$ cat src/rtl/flappy_pkg.sv
// Shared game types and logo geometry for the flappy front end.
package flappy_pkg;

  // Game state encoding, consumed directly by the renderers.
  typedef enum logic [1:0] {
    TITLE = 2'd0,
    PLAY  = 2'd1,
    DYING = 2'd2,
    OVER  = 2'd3
  } game_state_t;

  // Logo placement in 4-pixel units.
  localparam int unsigned LOGO_ROW_FIRST = 10;
  localparam int unsigned LOGO_ROW_LAST  = 34;
  localparam int unsigned LOGO_COL_FIRST = 36;
  localparam int unsigned LOGO_COL_LAST  = 125;

  localparam int unsigned FRAME_CNT_W = 10;

  // Saturating increment for the frame counter; never wraps past all-ones.
  function automatic logic [FRAME_CNT_W-1:0] sat_inc(input logic [FRAME_CNT_W-1:0] v);
    return (&v) ? v : v + 1'b1;
  endfunction

endpackage

$ cat src/rtl/btn_sync.sv
// Two-flop synchronizer plus registered rising-edge pulse for the flap button.
// A pulse appears 3 clk after the raw edge. After reset the button must be seen
// low once before any press is accepted, so a button held through reset is ignored.
module btn_sync (
  input  logic clk,
  input  logic rst_n,
  input  logic btn,
  output logic press
);

  logic       sync1_q, sync2_q, prev_q, press_q, armed_q;
  logic [1:0] vld_q;

  // Synchronizer chain, edge detector and arming logic.
  always_ff @(posedge clk or negedge rst_n) begin
    if (!rst_n) begin
      sync1_q <= 1'b0;
      sync2_q <= 1'b0;
      prev_q  <= 1'b0;
      press_q <= 1'b0;
      armed_q <= 1'b0;
      vld_q   <= 2'b00;
    end else begin
      sync1_q <= btn;
      sync2_q <= sync1_q;
      prev_q  <= sync2_q;
      vld_q   <= {vld_q[0], 1'b1};
      // sync2_q only reflects the real button once two edges have passed.
      armed_q <= armed_q | (vld_q[1] & ~sync2_q);
      press_q <= sync2_q & ~prev_q & armed_q;
    end
  end

  assign press = press_q;

endmodule

$ cat src/rtl/flap_ctrl.sv
// Flappy game-state controller: TITLE/PLAY/DYING/OVER FSM, flap pulse,
// game reset pulse, freeze flag and title-logo bob.
// Optional build macro FLAP_ATTRACT_EN: OVER returns to TITLE after
// ATTRACT_FRAMES frames without a press.
module flap_ctrl
  import flappy_pkg::*;
#(
  parameter int unsigned DIE_FRAMES     = 30,
  parameter int unsigned LOCK_FRAMES    = 20,
  parameter int unsigned BOB_AMP        = 4,
  parameter int unsigned BOB_DIV        = 4,
  parameter int unsigned ATTRACT_FRAMES = 600
) (
  input  logic       clk,
  input  logic       rst_n,
  input  logic       frame_tick,
  input  logic       btn,
  input  logic       collision,
  output logic [1:0] state,
  output logic       flap,
  output logic       game_rst,
  output logic       freeze,
  output logic [3:0] logo_dy
);

  localparam logic [FRAME_CNT_W-1:0] DieCnt     = FRAME_CNT_W'(DIE_FRAMES);
  localparam logic [FRAME_CNT_W-1:0] LockCnt    = FRAME_CNT_W'(LOCK_FRAMES);
  localparam logic [3:0]             BobAmp     = 4'(BOB_AMP);
  localparam logic [3:0]             BobDivLast = 4'(BOB_DIV - 1);

  // Elaboration-time parameter range checks.
  if (BOB_AMP < 1 || BOB_AMP > 15) begin : g_bad_bob_amp
    $error("BOB_AMP out of range 1..15");
  end
  if (BOB_DIV < 1 || BOB_DIV > 15) begin : g_bad_bob_div
    $error("BOB_DIV out of range 1..15");
  end
  if (ATTRACT_FRAMES > 1023) begin : g_bad_attract
    $error("ATTRACT_FRAMES exceeds frame counter range");
  end

  logic                   press;
  game_state_t            state_q, state_d;
  logic [FRAME_CNT_W-1:0] cnt_q, cnt_d, cnt_inc;
  logic                   game_rst_q, game_rst_d;
  logic                   freeze_q, freeze_d;
  logic [3:0]             dy_q, dy_d, div_q, div_d;
  logic                   up_q, up_d;
  logic                   attract_hit;

  btn_sync u_btn_sync (
    .clk   (clk),
    .rst_n (rst_n),
    .btn   (btn),
    .press (press)
  );

  assign cnt_inc = sat_inc(cnt_q);

`ifdef FLAP_ATTRACT_EN
  assign attract_hit = (cnt_q >= FRAME_CNT_W'(ATTRACT_FRAMES));
`else
  assign attract_hit = 1'b0;
`endif

  // Next-state and frame counter; the counter restarts from 0 on each state entry.
  always_comb begin
    state_d = state_q;
    cnt_d   = '0;
    unique case (state_q)
      TITLE: begin
        if (press) state_d = PLAY;
      end
      PLAY: begin
        if (collision) state_d = DYING;
      end
      DYING: begin
        cnt_d = cnt_q;
        if (frame_tick) begin
          if (cnt_inc == DieCnt) begin
            state_d = OVER;
            cnt_d   = '0;
          end else begin
            cnt_d = cnt_inc;
          end
        end
      end
      OVER: begin
        cnt_d = frame_tick ? cnt_inc : cnt_q;
        // A press and an attract timeout both land in TITLE.
        if ((press && cnt_q >= LockCnt) || attract_hit) begin
          state_d = TITLE;
          cnt_d   = '0;
        end
      end
      default: state_d = TITLE;
    endcase
  end

  // Registered outputs derived from the next state so they change with state.
  always_comb begin
    game_rst_d = (state_q == TITLE) && (state_d == PLAY);
    freeze_d   = (state_d == DYING) || (state_d == OVER);
  end

  // Logo bob: triangle wave while in TITLE, held at 0 with direction up elsewhere.
  always_comb begin
    dy_d  = dy_q;
    up_d  = up_q;
    div_d = div_q;
    if (state_q != TITLE || state_d != TITLE) begin
      dy_d  = '0;
      up_d  = 1'b1;
      div_d = '0;
    end else if (frame_tick) begin
      if (div_q == BobDivLast) begin
        div_d = '0;
        if (up_q) begin
          dy_d = dy_q + 4'd1;
          if (dy_q == BobAmp - 4'd1) up_d = 1'b0;
        end else begin
          dy_d = dy_q - 4'd1;
          if (dy_q == 4'd1) up_d = 1'b1;
        end
      end else begin
        div_d = div_q + 4'd1;
      end
    end
  end

  // State and output registers.
  always_ff @(posedge clk or negedge rst_n) begin
    if (!rst_n) begin
      state_q    <= TITLE;
      cnt_q      <= '0;
      game_rst_q <= 1'b0;
      freeze_q   <= 1'b0;
      dy_q       <= '0;
      up_q       <= 1'b1;
      div_q      <= '0;
    end else begin
      state_q    <= state_d;
      cnt_q      <= cnt_d;
      game_rst_q <= game_rst_d;
      freeze_q   <= freeze_d;
      dy_q       <= dy_d;
      up_q       <= up_d;
      div_q      <= div_d;
    end
  end

  // A press that coincides with a collision is swallowed.
  assign flap     = press && (state_q == PLAY) && !collision;
  assign state    = state_q;
  assign game_rst = game_rst_q;
  assign freeze   = freeze_q;
  assign logo_dy  = dy_q;

endmodule

$ cat config.mk
export PLATFORM = sky130hd
export DESIGN_NAME = flap_ctrl
export DESIGN_NICKNAME = d
export VERILOG_FILES = /design/src/rtl/flappy_pkg.sv /design/src/rtl/btn_sync.sv /design/src/rtl/flap_ctrl.sv
export SDC_FILE = /design/constraint.sdc
export NUM_CORES = 1
export LEC_CHECK = 0
export ABC_AREA = 1
export CORE_ASPECT_RATIO = 1.5
export CORE_MARGIN = 8
export CORE_UTILIZATION = 40
export CTS_BUF_LIST = sky130_fd_sc_hd__clkbuf_4 sky130_fd_sc_hd__clkbuf_8
export CTS_CLUSTER_DIAMETER = 60
export CTS_CLUSTER_SIZE = 12
export DETAILED_ROUTE_END_ITERATION = 7
export PLACE_DENSITY = 0.63
export SLEW_MARGIN = 15
export SYNTH_ARGS = -nofsm -noshare
export SYNTH_HDL_FRONTEND = slang
export SYNTH_SLANG_ARGS = --single-unit
$ cat constraint.sdc
create_clock -name clk -period 4.2 [get_ports clk]
set_input_delay 0.63 -clock clk [delete_from_list [all_inputs] [get_ports clk]]
set_output_delay 0.63 -clock clk [all_outputs]
set_load 0.1 [all_outputs]
==> metrics.txt, run 1 <==
adder-cell area share of the yosys netlist 4.158%; most common cell after layout, fill and taps aside nand2_1; Initial Util 40.76%; Worst Tran Pin Value 0.9855 ns; Die Wd 70.86 µm; CTS buffer count 5; Final Hold Vio Count 0; clk_lat worst skew 0.28 ns; Synth Instances 224; sw frac 50.12%; Compound-Gate Fraction of Synth Area 14.55%; Synth Cell Area 1805 µm²; Slew Limit Headroom 34.09%; vias in the first global route 1466; Initial DRT Pass Iterations 4; largest net degree at the start of global routing 30; grt total ovfl 0; core region area 4429 µm²; diode count 0; Post-CTS Setup Repair Bufs 0; crit path capture type primary output; Critical Path Max Stage Delay 1.22 ns; MaxCap Viol Count 0; clock power share 18.7%; final worst slack 1.502 ns; DPL Wire Length 2.858 mm; Net Sw Power 0.0006045 W; clock skew 0.01167 ns; pre-CTS setup slack 1.799 ns; Post-Syn Nets 235; Post-synth EDFFs 0; Hold-fix buffers, CTS 0; Synth Area per Inst 8.060 µm²; clock sink total 29; Final Instance Area 2077 µm²; Final Wtd Congestion 0.7701; RSZ-0062 raised after global routing false; Critical Path, Cell by Cell clkdlybuf4s50_1; Vias/cell 5.041; Tot Pwr 0.001206 W; endpoints failing setup 0; Max Root-Sink Buffers 2; post_cts resized 0; global-route wire length before repair 6.575 mm; Worst-path clk slew 0.06 ns; Pwr Density 580.7 nW/µm²; placed cell area 1991 µm²; slowest library cell on the worst path clkdlybuf4s50_1; critical path type register to primary output; post-synth cell types 40; Worst VDD drop 442.1 µV; drt initial violations 41; Power Internal 0.0006017 W; Yosys top cell area share 38.81%; Via Count 1467; Seq/Total Area, Yosys 40.26%; setup TNS 0 ns; Critical Path RT 3.57 ns; Post-Route WL 3.807 mm; FMAX 370.6 MHz; Layout area overhead 15.04%; leak pwr 0.9789 nW; Yosys top cell by area dfrtp_1; Root Buffer clkbuf_8; Final ANT Viol Nets 0; H-tree levels 2; Synth area leaders dfrtp_1 39%, nand2_1 9.8%, inv_1 7.3%; post-synthesis mux area share 0%; CTS tree built; num rows 30; HP Class register to register; register bit total from synthesis 29; antenna violations before repair 0; IO Port Bufs 13; GRT Overall Usage 11.85%; status complete, no violations; Slew Limit Fails 0; CP startpoint kind register; largest family of logic cells by synthesized area simple AND/OR/NAND/NOR gates; Tmin final 2.698 ns; most frequent cells in the layout 47 x nand2_1, 35 x inv_1, 28 x dfrtp_1; Worst Path Buf+Inv 1; Layout Utilization 46.89%; WL per Instance 13.08 µm; Synth Area in Simple Gates 30.21%; # IOs 14; Residual DRC 0; die span in y 98.29 µm; crit-path max FO 13; power share of the combinational group 48.4%; layout cell share with drive strength beyond 1 17.70%; Worst EP arrival 2.07 ns; XOR/XNOR Fraction of Synth Area 0.9702%; final net count 253; fraction of registers with async set/reset 100.0%; Die ar. 6964 µm²; Final period util 64.25%; Main synth FF type dfrtp_1; Seq pwr share 32.8%; CP top delay family buffers and inverters; YS warnings 0
synthesized netlist by cell type, types with 2 or more instances:
library cell,n
o21ai_2,2
a31oi_1,3
a21oi_1,6
nand2_1,47
o21bai_1,2
nand3_4,2
o2111ai_1,5
dfrtp_1,28
inv_2,4
nand2_2,5
ha_1,6
nand3_1,17
nor3_1,3
nor2_2,4
o21ai_0,7
nand4_1,2
nor4_1,2
o21ai_1,7
nor2_4,4
nor2_1,13
nand3_2,2
inv_1,35
stage by stage:
| step | hold slack [ns] | cells |
|---|---|---|
| after CTS | 0.3497 | 291 |
| after global placement | 0.3332 | 283 |
| final | 0.3465 | 291 |
| after detailed placement | 0.3364 | 283 |
| after floorplan | 0.3312 | 224 |
| after global routing | 0.3562 | 291 |
path summary, 6_finish.rpt:
check,cells after the start,slack (ns),start,endpoint
worst max-delay path,1,1.50,freeze,state[1]
worst min-delay path,0,0.35,u_btn_sync.vld_q[0],u_btn_sync.vld_q[1]
worst max register to register,11,2.33,cnt_q[1],cnt_q[3]
worst min register to register,0,0.35,u_btn_sync.vld_q[0],u_btn_sync.vld_q[1]
max in group asynchronous,2,3.16,rst_n,up_q
min in group asynchronous,2,0.74,rst_n,state[0]
power by group through the flow:
stage / clock network [W] / registers (W) / logic, W
floorplan: 0 / 0.000552 / 0.000305
CTS: 0.000235 / 0.000395 / 0.000590
global placement: 0 / 0.000398 / 0.000583
detailed placement: 0 / 0.000397 / 0.000584
global route: 0.000249 / 0.000403 / 0.000637
finish: 0.000226 / 0.000396 / 0.000584
per-layer routing:
| layer | share of wire [%] | vias up | global-route usage, % |
|---|---|---|---|
| li1 | - | 761 | - |
| met1 | 41 | 681 | 11.89 |
| met2 | 54 | 15 | 21.79 |
| met3 | 2.9 | 10 | 3.282 |
| met4 | 2.0 | 0 | 5.314 |
| met5 | 0 | - | 0 |
state kept, by name, indices dropped and copies added, names as in the netlist:
register and flops:
u_btn_sync.sync2_q 1, u_btn_sync.prev_q 1, div_q 4, up_q 1, cnt_q 10, u_btn_sync.vld_q 2
logo_dy 4, u_btn_sync.armed_q 1, freeze 1, game_rst 1, state 1, u_btn_sync.press 1
u_btn_sync.sync1_q 1
layout make-up:
cell class | instances | area [µm²]
fillers | 436 | 2352
multi-input cells | 151 | 910.9
repair buffers | 14 | 135.1
well taps | 48 | 60.06
clock inverters | 2 | 10.01
clock buffers | 6 | 76.32
flip-flops and latches | 29 | 726.9
inverters | 41 | 157.7
kinds of logic after synthesis:
group,Yosys count
buf+inv,44
compound gates,38
fa+ha+maj,6
other cells,1
flops,29
simple gates,104
xor+xnor,2
Note: power is estimated with default switching activity, not from simulation.
==> run 2, diff against run 1 <==
==> constraint.sdc (replaced) <==
create_clock -name clk -period 2.8 [get_ports clk]
set_input_delay 0.42 -clock clk [delete_from_list [all_inputs] [get_ports clk]]
set_output_delay 0.42 -clock clk [all_outputs]
set_load 0.1 [all_outputs]
==> run 2 against run 1 <==
  * Final cell count is the same
  * Clock-buffer cell count grew 1
  * Setup slack lost 0.59 ns
  * Critical endpoint is now cnt_q[3]
  * Highest routed layer unchanged
==> metrics.txt, run 2 (synthesis gave the netlist of run 1 again) <==
core region area 4429 µm² (unchanged); H-tree levels 2 (unchanged); Critical Path, Cell by Cell ha_1, nand2_2, nor2_4, nand3_4, clkinv_2, nor2_1, nand3_4, nor2_4, nand3_2, nand3_1, nand2_1; most frequent cells in the layout 47 x nand2_1, 35 x inv_1, 28 x dfrtp_1; endpoints failing setup 0 (unchanged); global-route wire length before repair 6.555 mm (-0.30%); crit-path max FO 8 (-5); IO Port Bufs 13 (unchanged); Layout Utilization 47.18% (+0.28 points); Die ar. 6964 µm² (unchanged); Initial DRT Pass Iterations 4 (unchanged); Crit. Startpoint cnt_q[1]; worst-case reg-to-reg path depth 11 (unchanged); Residual DRC 0 (unchanged); setup TNS 0 ns (unchanged); Hold-fix buffers, CTS 0 (unchanged); Via Count 1498 (+2.1%); Post-Route WL 3.751 mm (-1.5%); Final Hold Vio Count 0 (unchanged); clock sink total 29 (unchanged); Critical Path RT 2.98 ns (-0.59 ns); placed cell area 1999 µm² (+0.44%); MaxCap Viol Count 0 (unchanged); max FFs per register 10 (unchanged); Vias/cell 5.148 (+2.1%); largest net degree at the start of global routing 30 (unchanged); diode count 0 (unchanged); post_cts resized 0 (unchanged); die span in y 98.29 µm (unchanged); vias in the first global route 1526 (+4.1%); Tmin final 1.884 ns; crit path capture type register; WL per Instance 12.89 µm (-1.5%); GRT Overall Usage 11.69% (-0.17 points); HP Class register to register; final worst slack 0.9157 ns (-0.5859 ns); final net count 254 (+0.40%); Critical Path Max Stage Delay 0.44 ns (-0.78 ns); Reg with most FFs cnt_q; Die Wd 70.86 µm (unchanged); Root Buffer clkbuf_8; Tot Pwr 0.001822 W (+51%); FMAX 530.7 MHz; most common cell after layout, fill and taps aside nand2_1; reg-to-reg slack, setup 0.92 ns (-1.41 ns); num rows 30 (unchanged); CTS buffer count 5 (unchanged); Final ANT Viol Nets 0 (unchanged); DPL Wire Length 2.873 mm (+0.51%); Max Root-Sink Buffers 2 (unchanged); grt total ovfl 0 (unchanged); reg2reg end cnt_q[3]; clock skew 0.01086 ns (-0.0008060 ns); leak pwr 1.000 nW (+2.2%); drt initial violations 64 (+56%); Pwr Density 872.2 nW/µm² (+50%); Slew Limit Fails 0 (unchanged); layout cell share with drive strength beyond 1 20.99% (+3.3 points); Initial Util 40.76% (unchanged); Worst EP arrival 2.06 ns (about the same); critical path type register to register; RSZ-0062 raised after global routing false; pre-CTS setup slack 0.8731 ns (-0.9256 ns); Worst VDD drop 845.6 µV (+91%); Worst-path clk slew 0.06 ns (about the same); Post-CTS Setup Repair Bufs 0 (unchanged); Layout area overhead 15.73%; Final Wtd Congestion 0.8023 (+4.2%); # IOs 14 (unchanged); clk_lat worst skew 0.29 ns (about the same); Final Instance Area 2090 µm² (+0.60%); Final period util 67.30%; worst r2r src cnt_q[1]; antenna violations before repair 0 (unchanged); CTS tree built; Worst setup endpoint cnt_q[3]; CP startpoint kind register; status complete, no violations; slowest library cell on the worst path dfrtp_1
-- run 2: worst max-delay path, delay by kind of cell, from the launching register on --
kind | cells | cell delay (ns)
simple gates | 9 | 1.04
flops | 1 | 0.44
buf+inv | 1 | 0.08
fa+ha+maj | 1 | 0.23
-- run 2: area by class of cell --
class	count	area [µm²]
Fill cell	450	2340
Multi-Input combinational cell	151	919.6
Sequential cell	29	726.9
Inverter	41	157.7
Timing Repair Buffer	15	135.1
Clock buffer	7	90.09
Tap cell	48	60.06
-- run 2: where the power goes --
part           internal [W]  total, W  leakage, nW  switching (W)
registers          0.000494  0.000598        0.376       0.000105
logic              0.000215  0.000863        0.577       0.000648
clock network      0.000204  0.000361       0.0477       0.000157
total              0.000913   0.00182         1.00       0.000910
-- run 2: how the worst min path moves through the flow --
stage / start / end / slack, ns / cells after the start
5_1_grt: u_btn_sync.sync1_q / u_btn_sync.sync2_q / 0.35 / 0
3_3_place_gp: u_btn_sync.vld_q[0] / u_btn_sync.vld_q[1] / 0.33 / 0
2_1_floorplan: rst_n / cnt_q[0] / 0.12 / 0
6_report: u_btn_sync.sync1_q / u_btn_sync.sync2_q / 0.35 / 0
4_1_cts: u_btn_sync.sync1_q / u_btn_sync.sync2_q / 0.35 / 0
3_5_place_dp: u_btn_sync.vld_q[0] / u_btn_sync.vld_q[1] / 0.34 / 0
-- run 2: metrics by stage --
| step | std cells | hold slack (ns) |
|---|---|---|
| after global routing | 291 | 0.3522 |
| final | 291 | 0.3481 |
| after detailed placement | 284 | 0.3365 |
| after global placement | 284 | 0.3329 |
| after CTS | 291 | 0.3507 |
| after floorplan | 224 | 0.1244 |
-- run 2: routing by layer --
| metal | vias up | GRT usage (%) | wire length [µm] |
|---|---|---|---|
| li1 | 764 | - | - |
| met1 | 692 | 12.26 | 1573 |
| met2 | 28 | 20.07 | 1888 |
| met3 | 14 | 2.564 | 105 |
| met4 | 0 | 8.052 | 184 |
| met5 | - | 0 | 0 |
